File: src/rtl/alu_op_core_if.sv
// alu_op_core_if: operand, opcode and result bundle for the alu_op_core execute stage.
// master drives operands and opcode; slave (the core) drives result and flags.
interface alu_op_core_if #(
   parameter int WIDTH = 4
);
   logic [WIDTH-1:0]   a;
   logic [WIDTH-1:0]   b;
   logic [3:0]         opcode;
   logic [2*WIDTH-1:0] result;
   logic               gt;
   logic               st;
   logic               eq;
   logic               overflow;
   logic               op_done;

   modport master (
      output a, b, opcode,
      input  result, gt, st, eq, overflow, op_done
   );

   modport slave (
      input  a, b, opcode,
      output result, gt, st, eq, overflow, op_done
   );
endinterface

File: src/rtl/alu_op_core.sv
// alu_op_core: single-cycle unsigned arithmetic/logic execute stage.
// Operands are sampled on every rising edge; result and flags are registered.
// Optional feature macro: ALU_DIV_EN builds the divider for opcode 4'b1001;
// without it that opcode is treated as invalid (op_done=0, result/overflow hold).
module alu_op_core #(
   parameter int WIDTH = 4
) (
   input  logic         clk,
   input  logic         rst_n,
   alu_op_core_if.slave bus
);
   localparam logic [3:0] OP_NAND = 4'h0;
   localparam logic [3:0] OP_NOR  = 4'h1;
   localparam logic [3:0] OP_XNOR = 4'h2;
   localparam logic [3:0] OP_GT   = 4'h3;
   localparam logic [3:0] OP_ST   = 4'h4;
   localparam logic [3:0] OP_EQ   = 4'h5;
   localparam logic [3:0] OP_ADD  = 4'h6;
   localparam logic [3:0] OP_SUB  = 4'h7;
   localparam logic [3:0] OP_MUL  = 4'h8;
`ifdef ALU_DIV_EN
   localparam logic [3:0] OP_DIV  = 4'h9;
`endif

   logic [1:0]         rst_sync_r;
   logic               rst_int_n_s;
   logic [2*WIDTH-1:0] a_ext_s;
   logic [2*WIDTH-1:0] b_ext_s;
   logic [2*WIDTH-1:0] sum_s;
   logic [2*WIDTH-1:0] diff_s;
   logic [2*WIDTH-1:0] prod_s;
   logic               a_gt_b_s;
   logic               a_lt_b_s;
   logic               a_eq_b_s;

   logic [2*WIDTH-1:0] result_next_s;
   logic               overflow_next_s;
   logic               done_next_s;
   logic               cmp_load_s;

   logic [2*WIDTH-1:0] result_r;
   logic               overflow_r;
   logic               done_r;
   logic               gt_r;
   logic               st_r;
   logic               eq_r;

   assign rst_int_n_s = rst_sync_r[1];
   assign a_ext_s     = {{WIDTH{1'b0}}, bus.a};
   assign b_ext_s     = {{WIDTH{1'b0}}, bus.b};
   assign sum_s       = a_ext_s + b_ext_s;
   assign diff_s      = a_ext_s - b_ext_s;   // wraps to two's complement when a<b
   assign prod_s      = a_ext_s * b_ext_s;
   assign a_gt_b_s    = (bus.a > bus.b);
   assign a_lt_b_s    = (bus.a < bus.b);
   assign a_eq_b_s    = (bus.a == bus.b);

   // Reset synchroniser: assert immediately, release two clock edges after rst_n rises.
   always_ff @(posedge clk or negedge rst_n) begin
      if (!rst_n) begin
         rst_sync_r <= 2'b00;
      end else begin
         rst_sync_r <= {rst_sync_r[0], 1'b1};
      end
   end

   // Opcode decode: next result/overflow/done and whether compare flags reload.
   always_comb begin
      result_next_s   = result_r;
      overflow_next_s = overflow_r;
      done_next_s     = 1'b0;
      cmp_load_s      = 1'b0;
      case (bus.opcode)
         OP_NAND: begin
            result_next_s   = {{WIDTH{1'b0}}, ~(bus.a & bus.b)};
            overflow_next_s = 1'b0;
            done_next_s     = 1'b1;
         end
         OP_NOR: begin
            result_next_s   = {{WIDTH{1'b0}}, ~(bus.a | bus.b)};
            overflow_next_s = 1'b0;
            done_next_s     = 1'b1;
         end
         OP_XNOR: begin
            result_next_s   = {{WIDTH{1'b0}}, ~(bus.a ^ bus.b)};
            overflow_next_s = 1'b0;
            done_next_s     = 1'b1;
         end
         OP_GT, OP_ST, OP_EQ: begin
            result_next_s   = {{(2*WIDTH-3){1'b0}}, a_gt_b_s, a_eq_b_s, a_lt_b_s};
            overflow_next_s = 1'b0;
            done_next_s     = 1'b1;
            cmp_load_s      = 1'b1;
         end
         OP_ADD: begin
            result_next_s   = sum_s;
            overflow_next_s = sum_s[WIDTH];
            done_next_s     = 1'b1;
         end
         OP_SUB: begin
            result_next_s   = diff_s;
            overflow_next_s = a_lt_b_s;
            done_next_s     = 1'b1;
         end
         OP_MUL: begin
            result_next_s   = prod_s;
            overflow_next_s = |prod_s[2*WIDTH-1:WIDTH];
            done_next_s     = 1'b1;
         end
`ifdef ALU_DIV_EN
         OP_DIV: begin
            done_next_s = 1'b1;
            if (bus.b == {WIDTH{1'b0}}) begin
               result_next_s   = {(2*WIDTH){1'b1}};
               overflow_next_s = 1'b1;
            end else begin
               result_next_s   = {bus.a % bus.b, bus.a / bus.b};
               overflow_next_s = 1'b0;
            end
         end
`endif
         default: begin
            result_next_s   = result_r;
            overflow_next_s = overflow_r;
            done_next_s     = 1'b0;
            cmp_load_s      = 1'b0;
         end
      endcase
   end

   // Output registers: cleared asynchronously by rst_n, held cleared until the synchroniser releases.
   always_ff @(posedge clk or negedge rst_n) begin
      if (!rst_n) begin
         result_r   <= {(2*WIDTH){1'b0}};
         overflow_r <= 1'b0;
         done_r     <= 1'b0;
         gt_r       <= 1'b0;
         st_r       <= 1'b0;
         eq_r       <= 1'b0;
      end else if (!rst_int_n_s) begin
         result_r   <= {(2*WIDTH){1'b0}};
         overflow_r <= 1'b0;
         done_r     <= 1'b0;
         gt_r       <= 1'b0;
         st_r       <= 1'b0;
         eq_r       <= 1'b0;
      end else begin
         result_r   <= result_next_s;
         overflow_r <= overflow_next_s;
         done_r     <= done_next_s;
         if (cmp_load_s) begin
            gt_r <= a_gt_b_s;
            st_r <= a_lt_b_s;
            eq_r <= a_eq_b_s;
         end else begin
            gt_r <= gt_r;
            st_r <= st_r;
            eq_r <= eq_r;
         end
      end
   end

   assign bus.result   = result_r;
   assign bus.overflow = overflow_r;
   assign bus.op_done  = done_r;
   assign bus.gt       = gt_r;
   assign bus.st       = st_r;
   assign bus.eq       = eq_r;
endmodule

File: src/flat_wrapper.sv
// flat-port wrapper written by rule: the top's interface ports become plain ports
module alu_op_core_flat 
#(
   parameter int WIDTH = 4
)
  (clk, rst_n, bus_a, bus_b, bus_opcode, bus_result, bus_gt, bus_st, bus_eq, bus_overflow, bus_op_done);
  alu_op_core_if #(.WIDTH(WIDTH)) bus_i ();
  input  logic clk;
  input  logic rst_n;
  input wire logic [$bits(bus_i.a)-1:0] bus_a;
  input wire logic [$bits(bus_i.b)-1:0] bus_b;
  input wire logic [$bits(bus_i.opcode)-1:0] bus_opcode;
  output wire logic [$bits(bus_i.result)-1:0] bus_result;
  output wire logic [$bits(bus_i.gt)-1:0] bus_gt;
  output wire logic [$bits(bus_i.st)-1:0] bus_st;
  output wire logic [$bits(bus_i.eq)-1:0] bus_eq;
  output wire logic [$bits(bus_i.overflow)-1:0] bus_overflow;
  output wire logic [$bits(bus_i.op_done)-1:0] bus_op_done;
  assign bus_i.a = bus_a;
  assign bus_i.b = bus_b;
  assign bus_i.opcode = bus_opcode;
  assign bus_result = bus_i.result;
  assign bus_gt = bus_i.gt;
  assign bus_st = bus_i.st;
  assign bus_eq = bus_i.eq;
  assign bus_overflow = bus_i.overflow;
  assign bus_op_done = bus_i.op_done;
  alu_op_core #(.WIDTH(WIDTH)) u_core (.clk(clk), .rst_n(rst_n), .bus(bus_i));
endmodule
File: config.mk
export PLATFORM = sky130hd
export DESIGN_NAME = alu_op_core_flat
export DESIGN_NICKNAME = d
export VERILOG_FILES = /design/src/rtl/alu_op_core_if.sv /design/src/rtl/alu_op_core.sv /design/src/flat_wrapper.sv
export SDC_FILE = /design/constraint.sdc
export NUM_CORES = 1
export LEC_CHECK = 0
export CORE_ASPECT_RATIO = 1.25
export CORE_UTILIZATION = 30
export DETAILED_ROUTE_END_ITERATION = 8
export DONT_BUFFER_PORTS = 1
export PLACE_DENSITY_LB_ADDON = 0.3
export REMOVE_ABC_BUFFERS = 1
export SLEW_MARGIN = 0
export SYNTH_ARGS = -nofsm -noshare
export SYNTH_HDL_FRONTEND = slang
export SYNTH_SLANG_ARGS = --single-unit
File: constraint.sdc
create_clock -name clk -period 1.42 [get_ports clk]
set_input_delay 0.142 -clock clk [delete_from_list [all_inputs] [get_ports clk]]
set_output_delay 0.142 -clock clk [all_outputs]
set_load 0.02 [all_outputs]
Yosys cells after proc, flatten, opt, wreduce, memory -nomap -nowiden
Cells that the tools add are included.
{"block": "classes", "n_addsub": 2, "n_mul": 1, "magnitude_cmp": 2, "n_eq_ne": 12, "muxes": 13, "bitwise_logic": 6, "reduce_logical": 5}
{"cell": "8-bit one-hot mux with 7 select lines", "n": 1}
{"cell": "4-bit by 3-bit equality test with 1-bit output (second input constant)", "n": 4}
{"cell": "4-bit inverter", "n": 3}
{"cell": "1-bit 2-to-1 mux", "n": 10}
{"cell": "9-bit OR reduction", "n": 1}
{"cell": "4-bit by 2-bit equality test with 1-bit output (second input constant)", "n": 2}
{"cell": "4-bit by 4-bit multiplier with 8-bit output", "n": 1}
{"cell": "8-bit 2-to-1 mux", "n": 1}
{"cell": "8-bit inequality test (second input constant)", "n": 1}
{"cell": "6-bit OR reduction", "n": 1}
{"cell": "4-bit by 4-bit adder with 5-bit output", "n": 1}
{"cell": "5-bit inequality test (second input constant)", "n": 1}
{"cell": "4-bit by 4-bit subtractor with 5-bit output", "n": 1}
{"cell": "4-bit AND", "n": 1}
{"cell": "4-bit by 1-bit equality test with 1-bit output (second input constant)", "n": 1}
{"cell": "4-bit equality test", "n": 1}
{"cell": "4-bit equality test (second input constant)", "n": 1}
{"cell": "4-bit > comparator", "n": 1}
{"cell": "4-bit zero test", "n": 1}
{"cell": "4-bit less-than comparator", "n": 1}
{"cell": "4-bit OR", "n": 1}
{"cell": "1-bit one-hot mux with 4 select lines", "n": 1}
{"cell": "4-bit OR reduction", "n": 1}
{"cell": "4-bit bitwise XOR", "n": 1}
{"cell": "other kinds (2)", "n": 2}
{"block": "word_totals", "ff_bits": 15, "in_bits": 14}

Logic depth before layout (Yosys ltp)
Gate-level depths: netlist of the first run.
{"block": "logic_depth", "ltp_word": 5, "mapped_depth": 13}

Worst setup path after synthesis of the first run
Ideal clock, no wire load.
{"block": "synth_path", "path_kind": "input to register", "startpoint": "in bus_a[0]", "endpoint": "reg u_core.overflow_r (netlist: u_core.bus.overflow)", "arrival_time_ns": 2.417, "path_slack_ns": -1.127, "path_stages": 12, "cell_sequence": "nand2_1 -> fa_1 -> inv_1 -> fa_1 -> inv_1 -> fa_1 -> inv_1 -> a21o_1 -> a21oi_1 -> xnor2_1 -> a31oi_1 -> o22ai_1"}
{"block": "synth_via", "elab_chain_len": 4}
{"element": "start: declaration", "line": "flat_wrapper.sv:10", "rtl": "input wire logic [$bits(bus_i.a)-1:0] bus_a;"}
{"element": "4-bit by 4-bit multiplier with 8-bit output", "line": "alu_op_core.sv:53", "rtl": "assign prod_s = a_ext_s * b_ext_s;"}
{"element": "4-bit OR reduction", "line": "alu_op_core.sv:107", "rtl": "overflow_next_s = |prod_s[2*WIDTH-1:WIDTH];"}
{"element": "1-bit one-hot mux with 4 select lines (*)", "line": "alu_op_core.sv:73", "rtl": "case (bus.opcode)"}
{"element": "1-bit 2-to-1 mux (*)", "line": "alu_op_core.sv:140", "rtl": "end else if (!rst_int_n_s) begin"}
{"element": "end signal: assignment", "line": "alu_op_core.sv:149", "rtl": "overflow_r <= overflow_next_s;"}
{"element": "end: declaration", "line": "alu_op_core.sv:42", "rtl": "logic overflow_r;"}
Mark *: on every way between the ends. The rest lies on a longest branch, timed or not.
A chain may end at the register's enable or synchronous reset.

Worst setup path after layout of the first run
{"block": "layout_path", "startpoint": "in bus_a[2]", "endpoint": "reg u_core.result_r[5] (netlist: u_core.bus.result[5])"}
{"block": "layout_via", "elab_chain_len": 3}
{"element": "4-bit by 4-bit multiplier with 8-bit output or 4-bit by 4-bit subtractor with 5-bit output (tied branches)", "line": "alu_op_core.sv:53, alu_op_core.sv:52"}
{"element": "8-bit one-hot mux with 7 select lines (*)", "line": "alu_op_core.sv:73"}
{"element": "8-bit 2-to-1 mux (*)", "line": "alu_op_core.sv:140"}
{"element": "end signal: assignment", "line": "alu_op_core.sv:134", "rtl": "result_r <= {(2*WIDTH){1'b0}};"}
{"element": "end signal: assignment", "line": "alu_op_core.sv:141", "rtl": "result_r <= {(2*WIDTH){1'b0}};"}
{"element": "end signal: assignment", "line": "alu_op_core.sv:148", "rtl": "result_r <= result_next_s;"}
{"element": "end: declaration", "line": "alu_op_core.sv:41", "rtl": "logic [2*WIDTH-1:0] result_r;"}
Marked as above.

==> out/metrics.cfg, run 1 <==
[status]
status = finished with violations
violations = negative setup slack

[global_route]
grt_pass1_vias = 1497
overflow = 0
grt_pass1_wl_mm = 6.87
grt_max_degree = 18
grt_usage_pct = 15.2
antenna_found_initial = 0

[timing]
relSlewSlack_pct = 55.8
holdWs_ps = 60.1
grt_setup_unrepaired = yes
final_max_slew_viol_count = 0
worst_pin_slew_ps = 660
period_minus_slack_ps = 2330
fin_ws_ps = -908
hold_violations = 0
setup-violations-final = 6
finClkSkew_ps = 0.643
fmax_mhz = 429
setup_tns_ps = -4840
post-route-period-util_pct = 164

[floorplan]
dieArea_sq_mm = 0.00591
fp.dieW_microns = 69.0
ios = 27
fp.coreArea_sq_mm = 0.00541
start_util_pct = 31.1
die_y_microns = 85.7
num_rows = 30

[flow_run]
max_cap_violations = 0

[finish]
area_growth_pct = 37.5
drive_above_1_share_pct = 39.3
antenna_cells = 0
final_core_util_pct = 42.8
nFillCells = 569
seqCellArea_sq_um = 375
nNetsFinal = 279
multi_input_area_sq_mm = 0.00142

[synth]
synth_most_common_cell = ha_1
synth_common_cells = ha_1, a21oi_1, nand2_1, nor2_1, inv_1
syn-mean-instance-area_sq_um = 8.32
synth_edf_count = 0
synth_top_flop_cell = dfrtp_1
synth_area_leaders = dfrtp_1, ha_1, fa_1
synthArstFlopShare_pct = 100
yosysUniqueCellTypes = 46
synth-seq-area-share_pct = 22.3
syn-instance-count = 202
synth_top_area_share_pct = 22.3
synth_warnings = 0
synth_area_sq_mm = 0.00168
synth_top_area_cell = dfrtp_1
synth_seq_cells = 15

[clocking]
clk_latency_ps = 240
cts_tree = done
clock-sinks = 15
clock_path_buffers = 2
cts_buffers = 3
root_buffer = clkbuf_8
cts.htree.levels = 1
clk_pin_slew_ps = 60

[critical_path]
path_cells = nand2_8 -> fa_1 -> inv_2 -> fa_1 -> ha_1 -> a21o_1 -> a21oi_2 -> xnor2_2 -> mux2_4 -> a21oi_2 -> nor2_1
cpMaxStageDelayCell = fa_1
endpoint_kind = flop
start_kind = input pin
cp_slowest_stage_delay_ps = 540
critPathKind = input pin to flop
r2r_slack_ps = 290
crit_fanout = 4
worstPathArrival_ps = 2450
timing.critical_path.buf_inv = 1
critPathTopFamily = adder cells
cp_data_required_time_ps = 1540

[routing]
dr.pass1.iters = 4
drc = 0
drt_iter0_markers = 60
viasPerCell = 4.99
routedWlPerCell_microns = 13.8
drt-total-wl_mm = 4.12
ant_nets = 0
route.vias.total = 1486

[placed_design]
dpl.hpwl_mm = 3.32
port_buffers = 0
gp_congestion = 0.796

[power_and_ir_drop]
vdd_drop_max_v = 0.000233
power.density_mw_per_mm2 = 644
power.leakage_nw = 1.06

[worst_hold_path]
min_path_type = input pin to flop

-- cell type report --
class                           count  area share [%]
Tap cell                           64            3.46
Multi-Input combinational cell    158            61.4
Timing Repair Buffer               37            12.6
Sequential cell                    15            16.2
Clock buffer                        4            1.95
Inverter                           20            4.38
-- worst paths after layout --
path	from	to	depth (start not counted)
min reg2reg	u_core.rst_sync_r[0]	u_core.rst_sync_r[1]	0
min in group asynchronous	rst_n	u_core.bus.result[0]	1
min	bus_opcode[3]	u_core.bus.result[7]	2
max	bus_a[2]	u_core.bus.result[5]	11
max reg2reg	u_core.rst_sync_r[1]	u_core.bus.result[0]	2
max in group asynchronous	rst_n	u_core.bus.result[7]	1
-- timing repair --
| item | 4_1_cts | 5_1_grt |
|---|---|---|
| setup buffers | 1 | 3 |
| endpoints found under the setup margin | 9 | 11 |
| endpoints found under the hold margin | 16 | 0 |
| gates cloned | 0 | 0 |
| pin swaps | 21 | 20 |
| hold buffers | 2 | 0 |
| gates resized for setup | 23 | 29 |
-- worst reg2reg max path: stages (launching register included) --
cell and delay, ps:
dfrtp_1 410, clkinv_1 310, a311oi_1 300
-- per-layer routing --
metal / up-vias / wire length (microns) / share of wire (%) / track usage, %
met5: - / 0 / 0 / 0
met4: 0 / 23 / 0.56 / 3.34
li1: 756 / - / - / -
met2: 24 / 2160 / 52 / 25.9
met3: 2 / 113 / 2.7 / 1.60
met1: 704 / 1820 / 44 / 20.2
-- state kept, by name (all words and copies together) (netlist names) --
signal	cells
u_core.bus.op_done	1
u_core.bus.result	8
u_core.rst_sync_r	2
u_core.bus.gt	1
u_core.bus.overflow	1
u_core.bus.eq	1
u_core.bus.st	1
-- layout by cell type, fill, tap and decap left out, drive strengths merged, types with 5 or more instances in the layout --
cell	synthesis	routed
nor2	21	21
nand2	22	22
inv	19	18
a21oi	27	27
xnor2	5	5
o21ai	12	12
dfrtp	15	15
buf	8	35
ha	24	24
fa	6	6
-- power breakdown --
group	switching [mW]	internal, mW
clock network	0.135	0.198
logic	0.327	0.337
registers	0.0412	0.450
-- cells by family after synthesis --
logic type / after synthesis / synth area share (%)
xor gates and xnor gates: 5 / 2.60
buffers and inverters: 29 / 8.03
DFF: 15 / 22.3
AOI/OAI and AO/OA: 57 / 20.5
adders and majority gates: 30 / 25.0
muxes: 1 / 0.670
other: 1 / 0.223
and+or+nand+nor: 64 / 20.6
-- through the flow --
stage	area [sq um]	total power, mW	instances	worst slack (ps)
2_1_floorplan	1620	0.820	193	-1130
3_3_place_gp	1930	0.990	288	-1210
3_5_place_dp	1930	0.997	288	-1240
4_1_cts	2140	1.42	295	-880
5_1_grt	2310	1.60	298	-1040
6_report	2310	1.49	298	-908
(Power assumes the default switching activity.)
==> run 2, diff against run 1 <==
--- a/config.mk
+++ b/config.mk
@@ -5,11 +5,13 @@
 export SDC_FILE = /design/constraint.sdc
 export NUM_CORES = 1
 export LEC_CHECK = 0
+export CELL_PAD_IN_SITES_DETAIL_PLACEMENT = 1
+export CELL_PAD_IN_SITES_GLOBAL_PLACEMENT = 1
 export CORE_ASPECT_RATIO = 1.25
 export CORE_UTILIZATION = 30
 export DETAILED_ROUTE_END_ITERATION = 8
 export DONT_BUFFER_PORTS = 1
-export PLACE_DENSITY_LB_ADDON = 0.3
+export PLACE_DENSITY = 0.54
 export REMOVE_ABC_BUFFERS = 1
 export SLEW_MARGIN = 0
 export SYNTH_ARGS = -nofsm -noshare
==> out/metrics.cfg, run 2 (synthesis gave the netlist of run 1 again) <==
[flow_run]
max_cap_violations = 0  ; unchanged

[critical_path]
start_kind = input pin  ; unchanged
r2r_slack_ps = 230  ; was 290 ps
r2r_end = u_core.bus.result[0]  ; unchanged
cp_common_cell = fa_1
r2r_start = u_core.rst_sync_r[1]  ; unchanged
crit_fanout = 4  ; unchanged
worstRegToRegCells = 2  ; unchanged
cp_data_required_time_ps = 1550  ; was 1540 ps
cpMaxStageDelayCell = fa_1  ; unchanged
worstPathArrival_ps = 2430  ; was 2450 ps
path_cells = nand2_8 -> fa_1 -> inv_2 -> fa_1 -> ha_1 -> a21o_1 -> buf_4 -> a41oi_2 -> xnor2_2 -> nor4_2 -> o22ai_1  ; was nand2_8 -> fa_1 -> inv_2 -> fa_1 -> ha_1 -> a21o_1 -> a21oi_2 -> xnor2_2 -> mux2_4 -> a21oi_2 -> nor2_1
endpoint_kind = flop  ; unchanged
critPathKind = input pin to flop  ; unchanged
cp_slowest_stage_delay_ps = 540  ; about the same

[finish]
final_core_util_pct = 43.6  ; was 42.8%
nNetsFinal = 279  ; unchanged
antenna_cells = 0  ; unchanged
design_area_sq_mm = 0.00236  ; was 0.00231 sq mm
mostFrequentLayoutCells = buf_4, nor2_1, nand2_1, a21oi_1, dfrtp_1  ; was buf_4, nand2_1, nor2_1, a21oi_1, ha_1
multi_input_area_sq_mm = 0.00146  ; was 0.00142 sq mm
final_common_cell = buf_4  ; unchanged
seqCellArea_sq_um = 375  ; unchanged
area_growth_pct = 40.2  ; was 37.5%
nFillCells = 632  ; was 569
largest_reg_flops = 8  ; unchanged
drive_above_1_share_pct = 42.3  ; was 39.3%

[status]
violations = negative setup slack  ; unchanged
status = finished with violations  ; unchanged

[worst_hold_path]
whs_endpoint = u_core.bus.result[7]  ; unchanged
min_path_type = input pin to flop  ; unchanged
min_from = bus_opcode[3]  ; unchanged
hold_depth = 2  ; unchanged

[global_route]
overflow = 0  ; unchanged
grt_pass1_vias = 1711  ; was 1497
antenna_found_initial = 0  ; unchanged
grt_max_degree = 18  ; unchanged
grt_usage_pct = 18.4  ; was 15.2%
grt_pass1_wl_mm = 8.31  ; was 6.87 mm

[timing]
worst_pin_slew_ps = 679  ; was 660 ps
period_minus_slack_ps = 2300  ; was 2330 ps
setup-violations-final = 7  ; was 6
hold_violations = 0  ; unchanged
finClkSkew_ps = 9.10  ; was 0.643 ps
grt_setup_unrepaired = yes  ; unchanged
fin_ws_ps = -880  ; was -908 ps
relSlewSlack_pct = 54.6  ; was 55.8%
setup_tns_ps = -4900  ; was -4840 ps
fmax_mhz = 435  ; was 429 MHz
post-route-period-util_pct = 162  ; was 164%
final_max_slew_viol_count = 0  ; unchanged

[routing]
routedWlPerCell_microns = 17.3  ; was 13.8 microns
drt_iter0_markers = 47  ; was 60
viasPerCell = 5.22  ; was 4.99
drt-total-wl_mm = 5.16  ; was 4.12 mm
drc = 0  ; unchanged
ant_nets = 0  ; unchanged
dr.pass1.iters = 4  ; unchanged
route.vias.total = 1555  ; was 1486

[power_and_ir_drop]
switching_power_mw = 0.550  ; was 0.503 mW
pwr-share-seq_pct = 31.9  ; was 33.0%
power.density_mw_per_mm2 = 654  ; was 644 mW/mm^2
p_comb_share_pct = 45.7  ; was 44.6%
vdd_drop_max_v = 0.000237  ; was 0.000233 V
power.internal_mw = 0.992  ; was 0.986 mW
clkPwrFrac_pct = 22.4  ; about the same
sw_frac_of_total_pct = 35.7  ; was 33.8%
power.leakage_nw = 1.07  ; was 1.06 nW

[floorplan]
dieArea_sq_mm = 0.00591  ; unchanged
ios = 27  ; unchanged
num_rows = 30  ; unchanged
fp.dieW_microns = 69.0  ; unchanged
start_util_pct = 31.1  ; unchanged
die_y_microns = 85.7  ; unchanged
fp.coreArea_sq_mm = 0.00541  ; unchanged

[clocking]
clock-sinks = 15  ; unchanged
cts_tree = done  ; unchanged
root_buffer = clkbuf_8  ; unchanged
cts.htree.levels = 1  ; unchanged
clk_latency_ps = 250  ; was 240 ps
clk_pin_slew_ps = 70  ; was 60 ps
clock_path_buffers = 2  ; unchanged
cts_buffers = 3  ; unchanged

[placed_design]
dpl.hpwl_mm = 3.96  ; was 3.32 mm
gp_congestion = 0.761  ; was 0.796
dpl-instance-area_sq_mm = 0.00193  ; unchanged
port_buffers = 0  ; unchanged

==> run 2: worst max path at each step <==
stage                         from                   end  cells past startpoint
after floorplan           bus_a[0]   u_core.bus.overflow                     12
after global placement    bus_a[0]   u_core.bus.overflow                     12
after detailed placement  bus_a[0]  u_core.bus.result[5]                     11
after CTS                 bus_a[2]  u_core.bus.result[5]                     11
after global routing      bus_a[2]   u_core.bus.overflow                     11
final                     bus_a[2]   u_core.bus.overflow                     11
==> run 2: per-stage QoR <==
step / setup slack (ps) / total power, mW / instances / hold slack [ps]
2_1_floorplan: -1130 / 0.820 / 193 / -154
3_3_place_gp: -1220 / 0.996 / 288 / -153
3_5_place_dp: -1280 / 1.01 / 288 / -153
4_1_cts: -877 / 1.44 / 294 / 30.1
5_1_grt: -952 / 1.64 / 298 / 38.6
6_report: -880 / 1.54 / 298 / 46.1
==> run 2: power by group through the flow <==
| stage | Combinational [mW] | Clock (mW) | Sequential (mW) |
|---|---|---|---|
| after floorplan | 0.326 | 0 | 0.494 |
| after global placement | 0.497 | 0 | 0.499 |
| after detailed placement | 0.514 | 0 | 0.500 |
| after CTS | 0.597 | 0.352 | 0.492 |
| after global routing | 0.776 | 0.372 | 0.496 |
| final | 0.705 | 0.345 | 0.491 |
==> run 2: worst max-delay path: cells and delay by family <==
family | cells | cell delay, ps
AO/OA/AOI/OAI | 3 | 490
XOR/XNOR | 1 | 130
adder cells (fa/ha/maj) | 3 | 1300
buffers and inverters | 2 | 180
AND/OR/NAND/NOR | 2 | 170
==> run 2: timing repair <==
action | in CTS | in global routing
hold endpoints to repair | 16 | 0
pin swaps | 20 | 18
hold buffers | 2 | 0
setup endpoints to repair | 10 | 11
gates resized for setup | 31 | 33
setup buffers | 0 | 5
==> run 2: layer usage <==
layer | vias to the layer above | share of wire [%] | track usage, % | routed length, microns
met2 | 33 | 55 | 33.5 | 2840
met4 | 0 | 1.5 | 4.08 | 76
met3 | 6 | 2.6 | 1.86 | 134
met1 | 756 | 41 | 22.5 | 2110
met5 | - | 0 | 0 | 0
li1 | 760 | - | - | -
==> run 2: final cells by class <==
type / count / area share, %
flip-flops and latches: 15 / 15.9
well taps: 64 / 3.40
inverters: 20 / 3.98
multi-input cells: 158 / 62.1
repair buffers: 37 / 12.6
clock inverters: 1 / 0.212
clock buffers: 3 / 1.75
==> run 3, diff against run 2 <==
--- a/config.mk
+++ b/config.mk
@@ -11,6 +11,7 @@
 export CORE_UTILIZATION = 30
 export DETAILED_ROUTE_END_ITERATION = 8
 export DONT_BUFFER_PORTS = 1
+export MAX_ROUTING_LAYER = met4
 export PLACE_DENSITY = 0.54
 export REMOVE_ABC_BUFFERS = 1
 export SLEW_MARGIN = 0
==> out/metrics.cfg, run 3 (synthesis gave the netlist of run 1 again) <==
[status]
status = finished with violations  ; unchanged
violations = negative setup slack  ; unchanged

[critical_path]
critPathLaunch = bus_a[2]  ; unchanged
r2r_start = u_core.rst_sync_r[1]  ; unchanged
r2r_slack_ps = 240  ; was 230 ps
cpMaxStageDelayCell = fa_1  ; unchanged
r2r_end = u_core.bus.result[0]  ; unchanged
path_cells = nand2_8 -> fa_1 -> inv_2 -> fa_1 -> ha_1 -> a21o_1 -> buf_4 -> a41oi_2 -> xnor2_2 -> nor4_2 -> o22ai_1  ; unchanged
crit_end = u_core.bus.overflow  ; unchanged
endpoint_kind = flop  ; unchanged
cp_slowest_stage_delay_ps = 540  ; about the same
cp_data_required_time_ps = 1550  ; about the same
crit_fanout = 4  ; unchanged
worstPathArrival_ps = 2430  ; about the same
cp_common_cell = fa_1  ; unchanged
worstRegToRegCells = 2  ; unchanged
start_kind = input pin  ; unchanged
critPathKind = input pin to flop  ; unchanged

[floorplan]
num_rows = 30  ; unchanged
ios = 27  ; unchanged
fp.coreArea_sq_mm = 0.00541  ; unchanged
start_util_pct = 31.1  ; unchanged
die_y_microns = 85.7  ; unchanged
dieArea_sq_mm = 0.00591  ; unchanged
fp.dieW_microns = 69.0  ; unchanged

[power_and_ir_drop]
vdd_drop_max_v = 0.000237  ; about the same
power.density_mw_per_mm2 = 653  ; was 654 mW/mm^2
power.leakage_nw = 1.07  ; unchanged

[global_route]
grt_pass1_vias = 1717  ; was 1711
grt_max_degree = 18  ; unchanged
grt_pass1_wl_mm = 8.30  ; was 8.31 mm
antenna_found_initial = 0  ; unchanged
grt_usage_pct = 18.9  ; was 18.4%
overflow = 0  ; unchanged

[routing]
viasPerCell = 5.22  ; about the same
routedWlPerCell_microns = 17.4  ; was 17.3 microns
route.vias.total = 1556  ; was 1555
dr.pass1.iters = 4  ; unchanged
drc = 0  ; unchanged
drt_iter0_markers = 49  ; was 47
drt-total-wl_mm = 5.19  ; was 5.16 mm
ant_nets = 0  ; unchanged

[placed_design]
port_buffers = 0  ; unchanged
gp_congestion = 0.771  ; was 0.761
dpl.hpwl_mm = 3.96  ; unchanged
placed_cells = 288  ; unchanged

[finish]
fin_cells = 298  ; unchanged
mostFrequentLayoutCells = buf_4, nor2_1, nand2_1, a21oi_1, dfrtp_1  ; unchanged
area_growth_pct = 40.2  ; unchanged
drive_above_1_share_pct = 42.3  ; unchanged
largest_reg_flops = 8  ; unchanged
nNetsFinal = 279  ; unchanged
antenna_cells = 0  ; unchanged
final_common_cell = buf_4  ; unchanged

[timing]
post-route-period-util_pct = 162  ; about the same
finClkSkew_ps = 9.34  ; was 9.10 ps
fmax_mhz = 434  ; was 435 MHz
holdWs_ps = 47.3  ; was 46.1 ps
grt_setup_unrepaired = yes  ; unchanged
setup-violations-final = 7  ; unchanged
period_minus_slack_ps = 2300  ; about the same
worst_pin_slew_ps = 679  ; about the same
final_max_slew_viol_count = 0  ; unchanged
fin_ws_ps = -882  ; was -880 ps
relSlewSlack_pct = 54.6  ; about the same
hold_violations = 0  ; unchanged

[clocking]
cts_tree = done  ; unchanged
cts_buffers = 3  ; unchanged
clock-sinks = 15  ; unchanged
root_buffer = clkbuf_8  ; unchanged
clk_pin_slew_ps = 70  ; about the same
clk_latency_ps = 250  ; about the same
clock_path_buffers = 2  ; unchanged
cts.htree.levels = 1  ; unchanged

[flow_run]
max_cap_violations = 0  ; unchanged

[worst_hold_path]
min_path_type = input pin to flop  ; unchanged

==> run 3: cell counts in the layout (fill, tap and decap cells not counted) <==
Identical to the previous run, type by type.
==> run 3: worst min path at each step <==
| stage | start | to | slack (ps) | cells past startpoint |
|---|---|---|---|---|
| final | bus_opcode[3] | u_core.bus.result[7] | 50 | 2 |
| after global routing | bus_opcode[3] | u_core.bus.result[7] | 40 | 2 |
| after CTS | bus_opcode[3] | u_core.bus.result[7] | 30 | 2 |
| after detailed placement | rst_n | u_core.bus.st | -150 | 0 |
| after global placement | rst_n | u_core.bus.st | -150 | 0 |
| after floorplan | rst_n | u_core.bus.eq | -150 | 0 |
==> run 3: what timing repair did <==
action | CTS | global route
resized for setup | 31 | 33
cloned | 0 | 0
pin swaps | 20 | 18
setup endpoints to repair | 10 | 11
hold endpoints to repair | 16 | 0
buffers inserted | 0 | 5
hold buffers | 2 | 0
==> run 3: layout make-up <==
type	count	area, sq um
timing repair buffer	37	298
multi-input combinational	158	1460
tap	64	80.1
clock inverter	1	5.00
fill	632	3050
inverter	20	93.8
clock buffer	3	41.3
sequential	15	375
==> run 3: through the flow <==
stage	area (sq um)	power [mW]	setup TNS, ps	worst slack, ps	util [%]
floorplan	1620	0.820	-6760	-1130	-
global placement	1930	0.996	-8650	-1220	35.8
detailed placement	1930	1.01	-8990	-1280	35.8
CTS	2160	1.44	-4660	-877	39.9
global route	2360	1.64	-5500	-952	43.6
finish	2360	1.54	-4900	-882	43.6
==> run 3: metal layers <==
layer	up-vias	global-route usage, %	wire length, microns
met4	0	4.08	76
li1	759	-	-
met5	-	-	0
met2	26	33.5	2870
met3	6	1.99	130
met1	765	22.4	2110
==> run 3: power breakdown <==
group          switching (mW)  internal [mW]  total (mW)
clock network           0.150          0.194       0.344
registers              0.0412          0.450       0.491
logic                   0.357          0.348       0.705
==> run 3: worst max-delay path, delay by kind of cell <==
family,cells,cell delay [ps]
adders and majority gates,3,1300
AOI/OAI and AO/OA,3,500
buffers and inverters,2,180
and+or+nand+nor,2,170
xor gates and xnor gates,1,130
